## src/rtl/rectangle_duty_decoder_pkg.sv

```systemverilog
// Shared encodings for the rectangle duty decoder: duty types, window classes, FSM states.
package rectangle_pkg;

    // Duty-cycle type as produced by the rectangle sequencer
    typedef enum logic [1:0] {
        DUTY_12_5 = 2'd0,
        DUTY_25   = 2'd1,
        DUTY_50   = 2'd2,
        DUTY_75   = 2'd3
    } duty_t;

    // Length of the single cyclic run of ones for each duty type, indexed by duty_t
    localparam int RUN_LEN [4] = '{1, 2, 4, 6};

    // Classification of one 8-sample window; duty classes share the duty_t numbering
    typedef enum logic [2:0] {
        CLS_DUTY0   = 3'd0,
        CLS_DUTY1   = 3'd1,
        CLS_DUTY2   = 3'd2,
        CLS_DUTY3   = 3'd3,
        CLS_SILENT  = 3'd4,
        CLS_INVALID = 3'd5
    } class_t;

    // Lock state machine
    typedef enum logic [1:0] {
        HUNT   = 2'd0,
        CHECK  = 2'd1,
        LOCKED = 2'd2
    } state_t;

    // Window class that a given duty type is expected to produce
    function automatic class_t duty_to_class(input duty_t d);
        return class_t'({1'b0, d});
    endfunction

    // Duty type carried by a duty class (low bits of the class code)
    function automatic duty_t class_to_duty(input class_t c);
        return duty_t'(c[1:0]);
    endfunction

endpackage

```

## src/rtl/rectangle_duty_decoder_if.sv

```systemverilog
// Serial input strobe/data and decoded status outputs of the duty decoder.
interface rectangle_duty_decoder_if;
    logic       iSample;
    logic       iData;
    logic [1:0] oDuty_cycle_type;
    logic       oValid;
    logic       oSilent;
    logic [2:0] oPhase;
    logic       oError;

    // Driver side: feeds the bitstream, observes the status
    modport master (
        output iSample, iData,
        input  oDuty_cycle_type, oValid, oSilent, oPhase, oError
    );

    // Decoder side
    modport slave (
        input  iSample, iData,
        output oDuty_cycle_type, oValid, oSilent, oPhase, oError
    );
endinterface

```

## src/rtl/rectangle_duty_decoder_classify.sv

```systemverilog
// Combinational classifier: maps an 8-sample window to SILENT, a duty class or INVALID.
// A window is a valid duty when its ones form exactly one cyclic run of length 1/2/4/6.
module rectangle_duty_classify
    import rectangle_pkg::*;
(
    input  logic [7:0] win_i,
    output class_t     class_o
);

    // A run ends wherever a one is followed (cyclically) by a zero
    logic [7:0] run_end;

    genvar gi;
    generate
        for (gi = 0; gi < 8; gi++) begin : g_run_end
            assign run_end[gi] = win_i[gi] & ~win_i[(gi + 1) % 8];
        end
    endgenerate

    logic [3:0] ones;
    logic [3:0] ends;

    // Count ones and run ends, then match the single-run length against the duty table
    always_comb begin
        ones    = '0;
        ends    = '0;
        class_o = CLS_INVALID;
        for (int i = 0; i < 8; i++) begin
            ones = ones + 4'(win_i[i]);
            ends = ends + 4'(run_end[i]);
        end
        if (ones == 4'd0) begin
            class_o = CLS_SILENT;
        end else if (ends == 4'd1) begin
            for (int k = 0; k < 4; k++) begin
                if (ones == 4'(RUN_LEN[k])) begin
                    class_o = class_t'(3'(k));
                end
            end
        end
    end

endmodule

```

## src/rtl/rectangle_duty_decoder.sv

```systemverilog
// Duty decoder: shifts the serial pulse-channel waveform into an 8-sample window,
// locks onto a consistent duty class and reports type, phase, silence and mismatches.
module rectangle_duty_decoder
    import rectangle_pkg::*;
#(
    parameter int LOCK_PERIODS  = 2,
    parameter int UNLOCK_ERRORS = 2
) (
    input  logic                     clk,
    input  logic                     iReset,
    rectangle_duty_decoder_if.slave  bus
);

    localparam int MATCH_TARGET = LOCK_PERIODS * 8;
    localparam int MW           = $clog2(MATCH_TARGET + 1);
    localparam int EW           = $clog2(UNLOCK_ERRORS + 1);

    logic [7:0]    win_q,   win_d;
    logic [3:0]    fill_q,  fill_d;
    logic [2:0]    phase_q, phase_d;
    logic [MW-1:0] match_q, match_d;
    logic [EW-1:0] err_q,   err_d;
    duty_t         cand_q,  cand_d;
    state_t        state_q, state_d;
    duty_t         duty_q,  duty_d;
    logic          valid_q, valid_d;
    logic          silent_q, silent_d;
    logic          error_q, error_d;

    // Window as it will look after this sample, and whether it is then full
    logic [7:0] win_next;
    logic       full_next;
    class_t     cls;
    logic       cls_is_cand;

    assign win_next    = {win_q[6:0], bus.iData};
    assign full_next   = (fill_q >= 4'd7);
    assign cls_is_cand = (cls == duty_to_class(cand_q));

    rectangle_duty_classify u_classify (
        .win_i   (win_next),
        .class_o (cls)
    );

    // Window shift register and saturating fill count advance on every strobe
    always_comb begin
        win_d  = win_q;
        fill_d = fill_q;
        if (bus.iSample) begin
            win_d  = win_next;
            fill_d = (fill_q == 4'd8) ? fill_q : fill_q + 4'd1;
        end
    end

    // Datapath registers
    always_ff @(posedge clk) begin
        if (iReset) begin
            win_q    <= '0;
            fill_q   <= '0;
            phase_q  <= '0;
            duty_q   <= DUTY_12_5;
            valid_q  <= 1'b0;
            silent_q <= 1'b0;
            error_q  <= 1'b0;
        end else begin
            win_q    <= win_d;
            fill_q   <= fill_d;
            phase_q  <= phase_d;
            duty_q   <= duty_d;
            valid_q  <= valid_d;
            silent_q <= silent_d;
            error_q  <= error_d;
        end
    end

    // FSM state register with its candidate and counters
    always_ff @(posedge clk) begin
        if (iReset) begin
            state_q <= HUNT;
            cand_q  <= DUTY_12_5;
            match_q <= '0;
            err_q   <= '0;
        end else begin
            state_q <= state_d;
            cand_q  <= cand_d;
            match_q <= match_d;
            err_q   <= err_d;
        end
    end

    // FSM next state: only a strobe that completes a full window moves it
    always_comb begin
        state_d = state_q;
        cand_d  = cand_q;
        match_d = match_q;
        err_d   = err_q;
        if (bus.iSample && full_next) begin
            unique case (state_q)
                HUNT: begin
                    if (cls <= CLS_DUTY3) begin
                        state_d = CHECK;
                        cand_d  = class_to_duty(cls);
                        match_d = MW'(1);
                    end
                end
                CHECK: begin
                    if (cls_is_cand) begin
                        match_d = (match_q == MW'(MATCH_TARGET)) ? match_q : match_q + MW'(1);
                        if (match_q >= MW'(MATCH_TARGET - 1)) begin
                            state_d = LOCKED;
                        end
                    end else begin
                        state_d = HUNT;
                        match_d = '0;
                    end
                end
                LOCKED: begin
                    if (cls_is_cand) begin
                        err_d = '0;
                    end else if (cls == CLS_SILENT) begin
                        // Channel went quiet: drop lock without flagging an error
                        state_d = HUNT;
                        err_d   = '0;
                    end else if (err_q >= EW'(UNLOCK_ERRORS - 1)) begin
                        state_d = HUNT;
                        err_d   = '0;
                    end else begin
                        err_d = err_q + EW'(1);
                    end
                end
                default: state_d = HUNT;
            endcase
        end
    end

    // Output next values; everything holds between strobes except the error pulse
    always_comb begin
        phase_d  = phase_q;
        duty_d   = duty_q;
        valid_d  = valid_q;
        silent_d = silent_q;
        error_d  = 1'b0;
        if (bus.iSample) begin
            phase_d  = (!win_q[0] && bus.iData) ? 3'd0 : phase_q + 3'd1;
            silent_d = full_next && (win_next == 8'd0);
            valid_d  = (state_d == LOCKED);
            if (state_q == CHECK && state_d == LOCKED) begin
                duty_d = cand_q;
            end
            error_d  = full_next && (state_q == LOCKED) && !cls_is_cand && (cls != CLS_SILENT);
        end
    end

    assign bus.oDuty_cycle_type = duty_q;
    assign bus.oValid           = valid_q;
    assign bus.oSilent          = silent_q;
    assign bus.oPhase           = phase_q;
    assign bus.oError           = error_q;

endmodule
```

## src/flat_wrapper.sv

```systemverilog
// flat-port wrapper written by rule: the top's interface ports become plain ports
module rectangle_duty_decoder_flat import rectangle_pkg::*;
#(
    parameter int LOCK_PERIODS  = 2,
    parameter int UNLOCK_ERRORS = 2
)
  (clk, iReset, bus_iSample, bus_iData, bus_oDuty_cycle_type, bus_oValid, bus_oSilent, bus_oPhase, bus_oError);
  rectangle_duty_decoder_if bus_i ();
  input  logic clk;
  input  logic iReset;
  input wire logic [$bits(bus_i.iSample)-1:0] bus_iSample;
  input wire logic [$bits(bus_i.iData)-1:0] bus_iData;
  output wire logic [$bits(bus_i.oDuty_cycle_type)-1:0] bus_oDuty_cycle_type;
  output wire logic [$bits(bus_i.oValid)-1:0] bus_oValid;
  output wire logic [$bits(bus_i.oSilent)-1:0] bus_oSilent;
  output wire logic [$bits(bus_i.oPhase)-1:0] bus_oPhase;
  output wire logic [$bits(bus_i.oError)-1:0] bus_oError;
  assign bus_i.iSample = bus_iSample;
  assign bus_i.iData = bus_iData;
  assign bus_oDuty_cycle_type = bus_i.oDuty_cycle_type;
  assign bus_oValid = bus_i.oValid;
  assign bus_oSilent = bus_i.oSilent;
  assign bus_oPhase = bus_i.oPhase;
  assign bus_oError = bus_i.oError;
  rectangle_duty_decoder #(.LOCK_PERIODS(LOCK_PERIODS), .UNLOCK_ERRORS(UNLOCK_ERRORS)) u_core (.clk(clk), .iReset(iReset), .bus(bus_i));
endmodule
```

## config.mk

```make
export PLATFORM = sky130hd
export DESIGN_NAME = rectangle_duty_decoder_flat
export DESIGN_NICKNAME = d
export VERILOG_FILES = /design/src/rtl/rectangle_duty_decoder_pkg.sv /design/src/rtl/rectangle_duty_decoder_if.sv /design/src/rtl/rectangle_duty_decoder_classify.sv /design/src/rtl/rectangle_duty_decoder.sv /design/src/flat_wrapper.sv
export SDC_FILE = /design/constraint.sdc
export NUM_CORES = 1
export LEC_CHECK = 0
export BUFFER_PORTS_ARGS = -buffer_cell sky130_fd_sc_hd__buf_2
export CELL_PAD_IN_SITES_DETAIL_PLACEMENT = 1
export CELL_PAD_IN_SITES_GLOBAL_PLACEMENT = 1
export CORE_MARGIN = 2
export CORE_UTILIZATION = 31
export CTS_BUF_LIST = sky130_fd_sc_hd__clkbuf_4
export DETAILED_ROUTE_END_ITERATION = 8
export PLACE_DENSITY = 0.59
export REMOVE_ABC_BUFFERS = 1
export SLEW_MARGIN = 20
export SYNTH_ARGS = -nofsm -noshare
export SYNTH_HDL_FRONTEND = slang
export SYNTH_SLANG_ARGS = --single-unit
```

## constraint.sdc

```tcl
create_clock -name clk -period 4.5 [get_ports clk]
set_input_delay 0.45 -clock clk [delete_from_list [all_inputs] [get_ports clk]]
set_output_delay 0.45 -clock clk [all_outputs]
set_load 0.1 [all_outputs]
```

### Word-level counts from Yosys, hierarchy flattened

Index checks and enable logic that the tools add are counted.
W data, S select, Z words.

| word-level totals | value |
|---|---|
| bits in latches | 0 |
| input port bits | 4 |
| register bits | 30 |
| bits in writable memories | 0 |
| output and inout port bits | 8 |
| memories kept | 0 |
| bits in read-only memories | 0 |
| logic and storage cells | 107 |

| operators by class | value |
|---|---|
| order comparisons | 4 |
| bitwise gates (word level) | 18 |
| reduce and logical (&&, ||, !) cells | 19 |
| mux-type cells | 22 |
| shift operators | 0 |
| $add $sub $neg | 18 |
| div/mod/pow operators | 0 |
| multipliers | 0 |
| equality and inequality tests | 15 |

Operators by type and width:

| cell | count |
|---|---|
| $add A4 B1 Y4 | 8 |
| $mux W3 | 7 |
| $mux W2 | 10 |
| $mux W5 | 3 |
| $not A1 Y1 | 10 |
| $pmux W5 S2 | 1 |
| $add A3 B1 Y4 | 2 |
| $and A1 B1 Y1 | 8 |
| $eq A4 B1 Y1 const B | 2 |
| $eq A4 B3 Y1 const B | 2 |
| $logic_not A8 Y1 | 1 |
| $logic_and A1 B1 Y1 | 7 |
| $add A2 B1 Y3 | 2 |
| $ne A3 B3 Y1 const B | 2 |
| $pmux W2 S3 | 1 |
| $reduce_and A2 Y1 | 3 |
| $add A5 B1 Y5 const B | 1 |
| $eq A5 B5 Y1 const B | 1 |
| $ge A5 B4 Y1 const B | 1 |
| $add A1 B1 Y2 | 2 |
| $add A4 B1 Y4 const B | 1 |
| $eq A2 B2 Y1 const B | 2 |
| $eq A4 B2 Y1 const B | 1 |
| $eq A4 B4 Y1 const B | 1 |
| other kinds (16) | 17 |

### Longest topological paths before layout

| depth | value |
|---|---|
| depth in word-level cells | 22 |
| mapped depth | 17 |
| gate-level depth less buffers | 16 |

### Hierarchy

Synthesis repeated with hierarchy kept, for this count alone.

| second synthesis, totals | value |
|---|---|
| cells, all modules | 220 |
| area, all modules | 1911.8 sq um |

By module, submodules not included:

| module | sequential area each (sq um) | cells an instance | area an instance (sq um) | instances |
|---|---|---|---|---|
| rectangle_duty_decoder | 600.6 | 163 | 1442.6 | 1 |
| rectangle_duty_classify | 0.0 | 57 | 469.2 | 1 |

### Worst setup path before layout

Ideal clock, no wire load.

| path | value |
|---|---|
| path type | input to register |
| from | input port bus_iData |
| to | register u_core.match_q[0] |
| cell stages on the path | 16 |
| setup slack | -0.102 ns |
| setup time | 0.119 ns |
| path buffers | 1 |
| required time | 4.381 ns |
| arrival | 4.484 ns |
| cells stage by stage | ha_1 -> inv_1 -> fa_1 -> inv_1 -> fa_1 -> fa_1 -> ha_1 -> inv_1 -> fa_1 -> a211o_1 -> a21o_1 -> or3_4 -> a211oi_2 -> buf_6 -> a21oi_2 -> o221a_1 |

| between the ends | value |
|---|---|
| cells in the longest elaborated chain, start to end | 17 |
| elaborated cells between the ends (all ways) | 36 |

RTL lines:

| element | line | text |
|---|---|---|
| from (decl) | flat_wrapper.sv:12 | `input wire logic [$bits(bus_i.iData)-1:0] bus_iData;` |
| $add A1 B1 Y2 | rectangle_duty_decoder_classify.sv:29 | `ones = ones + 4'(win_i[i]);` |
| $add A2 B1 Y3 | rectangle_duty_decoder_classify.sv:29 |  |
| $add A3 B1 Y4 | rectangle_duty_decoder_classify.sv:29 |  |
| $add A4 B1 Y4 (4 in a row) | rectangle_duty_decoder_classify.sv:29 |  |
| $eq A4 B1 Y1 | rectangle_duty_decoder_classify.sv:36 | `if (ones == 4'(RUN_LEN[k])) begin` |
| $mux W3 (4 in a row) | rectangle_duty_decoder_classify.sv:36 |  |
| $mux W3 | rectangle_duty_decoder_classify.sv:34 | `end else if (ends == 4'd1) begin` |
| $mux W3 * | rectangle_duty_decoder_classify.sv:32 | `if (ones == 4'd0) begin` |
| $le A3 B2 Y1 or $eq A3 B2 Y1 (tied branches) | rectangle_duty_decoder.sv:100, rectangle_duty_decoder.sv:38 |  |
| $ne A2 B1 Y1 (no source line) (tied with other cells) | n/a |  |
| $reduce_and A4 Y1 (no source line) or $pmux W5 S2 (tied branches) | n/a |  |
| to (signal assigned) | rectangle_duty_decoder.sv:86 | `match_q <= match_d;` |
| to (decl) | rectangle_duty_decoder.sv:21 | `logic [MW-1:0] match_q, match_d;` |

Every way passes the cells marked *; elsewhere a longest branch is shown, timed or not.
A chain may end at the register's enable or synchronous reset.

### Worst setup path in the final report

| path | value |
|---|---|
| from | register u_core.win_q[0] |
| to | register u_core.match_q[0] |

| between the ends | value |
|---|---|
| cells in the longest elaborated chain, start to end | 17 |
| elaborated cells between the ends (all ways) | 36 |

RTL lines:

| element | line | text |
|---|---|---|
| from (decl) | rectangle_duty_decoder.sv:18 | `logic [7:0] win_q, win_d;` |
| from (signal assigned) | rectangle_duty_decoder.sv:66 | `win_q <= win_d;` |
| $add A1 B1 Y2 | rectangle_duty_decoder_classify.sv:29 |  |
| $add A2 B1 Y3 | rectangle_duty_decoder_classify.sv:29 |  |
| $add A3 B1 Y4 | rectangle_duty_decoder_classify.sv:29 |  |
| $add A4 B1 Y4 (4 in a row) | rectangle_duty_decoder_classify.sv:29 |  |
| $eq A4 B1 Y1 | rectangle_duty_decoder_classify.sv:36 |  |
| $mux W3 (4 in a row) | rectangle_duty_decoder_classify.sv:36 |  |
| $mux W3 | rectangle_duty_decoder_classify.sv:34 |  |
| $mux W3 * | rectangle_duty_decoder_classify.sv:32 |  |
| $le A3 B2 Y1 or $eq A3 B2 Y1 (tied branches) | rectangle_duty_decoder.sv:100, rectangle_duty_decoder.sv:38 |  |
| $ne A2 B1 Y1 (no source line) (tied with other cells) | n/a |  |
| $reduce_and A4 Y1 (no source line) or $pmux W5 S2 (tied branches) | n/a |  |

Marked as above.

==> impl_metrics.ini <==
[worst_hold_path]
hp-class = reg -> reg

[final_layout]
stdcell_area_um2 = 2480
diodes = 0
nNetsFinal = 297
utilization_pct = 39.1
fill_cells = 766
area.growth.synth_to_final_pct = 21.7
drive_above_1_share_pct = 24.0
final_cell_mix = 33 x inv_1, 33 x nor2_1, 29 x dfxtp_1

[detailed_routing]
viasPerCell = 5.03
drt-pass1-iter-count = 4
wl_um = 4640
first_iter_violations = 42
drc = 0
post_drt_wl_per_cell_um = 13.3
num_vias = 1749
drtAntennaViolNets = 0

[sta]
drv_slew = 0
setup_violations = 0
max_clock_freq_mhz = 223
hold_viol_final = 0
rsz0062_at_grt = yes
fin_skew_ns = 0.0124
period_share_pct = 99.6
relSlewSlack_pct = 45.6
fin_ws_ns = 0.0174
worst_pin_slew_ns = 0.809
min_period_ns = 4.48

[logic_synthesis]
synth_seq_area_share_pct = 29.4
syn_area_um2 = 2040
synth_edf_count = 0
yosys_warnings = 0
synthFlopType = dfxtp_1
ys_ff_latch = 30
ys_types = 55
synth_cells = 233
synth.avg_cell_area_um2 = 8.76
ys_async_sr_fraction_pct = 0

[worst_setup_path]
cp-end-kind = register
cp.required_ns = 4.73
cpMostUsedCell = fa_1
crit_slowest_cell = fa_1
path_cells = inv_2, ha_4, inv_2, fa_1, inv_1, fa_1, fa_1, ha_2, inv_1, fa_2, o211ai_1, a21o_1, or3_4, a211oi_4, buf_6, a21oi_4, o221a_1
cp_num_buf_inv = 5
critical_path_class = reg -> reg
crit_family = adder cells
cp.arrival_ns = 4.71
worstSetupStartpointType = register
crit_fanout = 7
worst_path_largest_cell_delay_ns = 0.52

[clock_network]
cts.htree.levels = 2
clk_pin_slew_ns = 0.11
cts_root_buffer = clkbuf_4
clock_latency_ns = 0.34
numCtsBuffers = 5
clk_path_buf_depth = 2
cts_sinks = 30
cts_tree = yes

[floorplanning]
io_pins = 12
num_rows = 29
dieArea_um2 = 7250
core_area_um2 = 6350
start_util_pct = 32.1
die_h_um = 85.1
die_x_um = 85.1

[power_and_ir_drop]
ir_drop_mv = 0.0977
power_frac_seq_pct = 49.3
switching_share_pct = 31.0
power.switching_mw = 0.172
internal_power_mw = 0.382
clkPwrFrac_pct = 29.1
power_density_nw_per_um2 = 223
p_comb_share_pct = 21.6
p_leak_nw = 1.01

[global_routing]
grt.overflow.total = 0
grt_max_degree = 36
antenna_found_initial = 0
grt_pass1_vias = 1717
gr-usage-all-layers_pct = 13.8
grt_pass1_wl_um = 8130

[place]
gp_routability_congestion = 0.791
place_ws_ns = -0.420
dp_hpwl_um = 3490
port_buffers = 11
placed_cell_area_um2 = 2300

[job]
maxCapViolCount = 0

[outcome]
status = completed
repair_timing:
item / in CTS / in global routing
buffers inserted: 0 / 5
endpoints found under the setup margin: 15 / 14
pin swaps: 11 / 13
resized for setup: 12 / 10
hold buffers: 0 / 0
Yosys cell counts (2+ instances only):
cell,n,share of area [%]
xnor2_1,2,0.86
o21ai_0,5,1.2
nor3_1,2,0.49
a32oi_1,2,0.86
dfxtp_1,30,29
nand2_1,12,2.2
nor2_1,33,6.1
a211o_1,3,1.3
a21oi_1,9,2.2
o211ai_1,2,0.74
a21o_1,2,0.74
mux2i_1,13,6.4
nand3_1,6,1.5
nor4b_1,3,1.3
buf_1,3,0.55
a2111oi_0,3,1.3
nor2b_1,2,0.61
buf_6,2,1.1
inv_1,35,6.4
fa_1,8,7.8
nand2b_1,8,2.5
ha_1,15,9.2
flip-flops by register name, summed over array words and instances, names as in the netlist:
signal / flops
u_core.bus.oValid: 1
u_core.err_q: 2
u_core.cand_q: 2
u_core.match_q: 5
u_core.bus.oDuty_cycle_type: 2
u_core.bus.oSilent: 1
u_core.bus.oError: 1
u_core.state_q: 2
u_core.win_q: 7
u_core.fill_q: 4
u_core.bus.oPhase: 3
worst register-to-register path: cells and delay by family (launching register included):
| family | cells | cell delay [ns] |
|---|---|---|
| compound gates | 5 | 0.91 |
| fa+ha+maj | 6 | 2.28 |
| buf+inv | 5 | 0.41 |
| flops | 1 | 0.34 |
| simple gates | 1 | 0.41 |
layer usage:
metal / global-route usage, % / vias to the layer above / wire [µm]
met3: 2.63 / 6 / 72
met5: 0 / - / 0
met1: 18.0 / 857 / 2270
li1: - / 879 / -
met2: 22.9 / 7 / 2230
met4: 4.76 / 0 / 68
worst paths after layout:
kind / start / to / slack, ns / cells past startpoint
worst max-delay path: u_core.win_q[0] / u_core.match_q[0] / 0.02 / 17
worst min register to register: u_core.err_q[0] / u_core.err_q[0] / 0.47 / 2
worst max register to register: u_core.win_q[0] / u_core.match_q[0] / 0.02 / 17
worst min-delay path: u_core.err_q[0] / u_core.err_q[0] / 0.47 / 2
power groups by stage:
stage                     logic (mW)  registers, mW  clock network [mW]
after floorplan               0.0592          0.285                   0
after global placement         0.105          0.279                   0
after detailed placement       0.106          0.279                   0
after CTS                      0.113          0.273               0.168
after global routing           0.133          0.273               0.180
final                          0.120          0.273               0.161
stage by stage:
step	power [mW]	hold slack (ns)	setup TNS, ns	instances
after global routing	0.587	0.495	-1.39	348
after global placement	0.384	0.446	-3.73	335
after detailed placement	0.385	0.451	-4.54	335
after floorplan	0.344	0.430	-2.39	227
after CTS	0.554	0.462	0	343
final	0.554	0.468	0	348
cell families after synthesis:
| family | after synthesis | share of synthesized area, % |
|---|---|---|
| xor gates and xnor gates | 4 | 2.09 |
| muxes | 13 | 6.38 |
| AOI/OAI and AO/OA | 44 | 16.6 |
| and+or+nand+nor | 78 | 20.2 |
| buffers and inverters | 41 | 8.28 |
| DFF | 30 | 29.4 |
| adders and majority gates | 23 | 17.0 |
cell type report:
cell class,instances,area [µm²],share of cell area (%)
clock buffer,5,37.5,1.51
clock inverter,3,16.3,0.655
inverter,35,131,5.29
multi-input combinational,162,1350,54.4
sequential,30,602,24.2
tap,77,96.3,3.88
timing repair buffer,36,250,10.1
No activity file was read; power rests on OpenSTA's default activity.
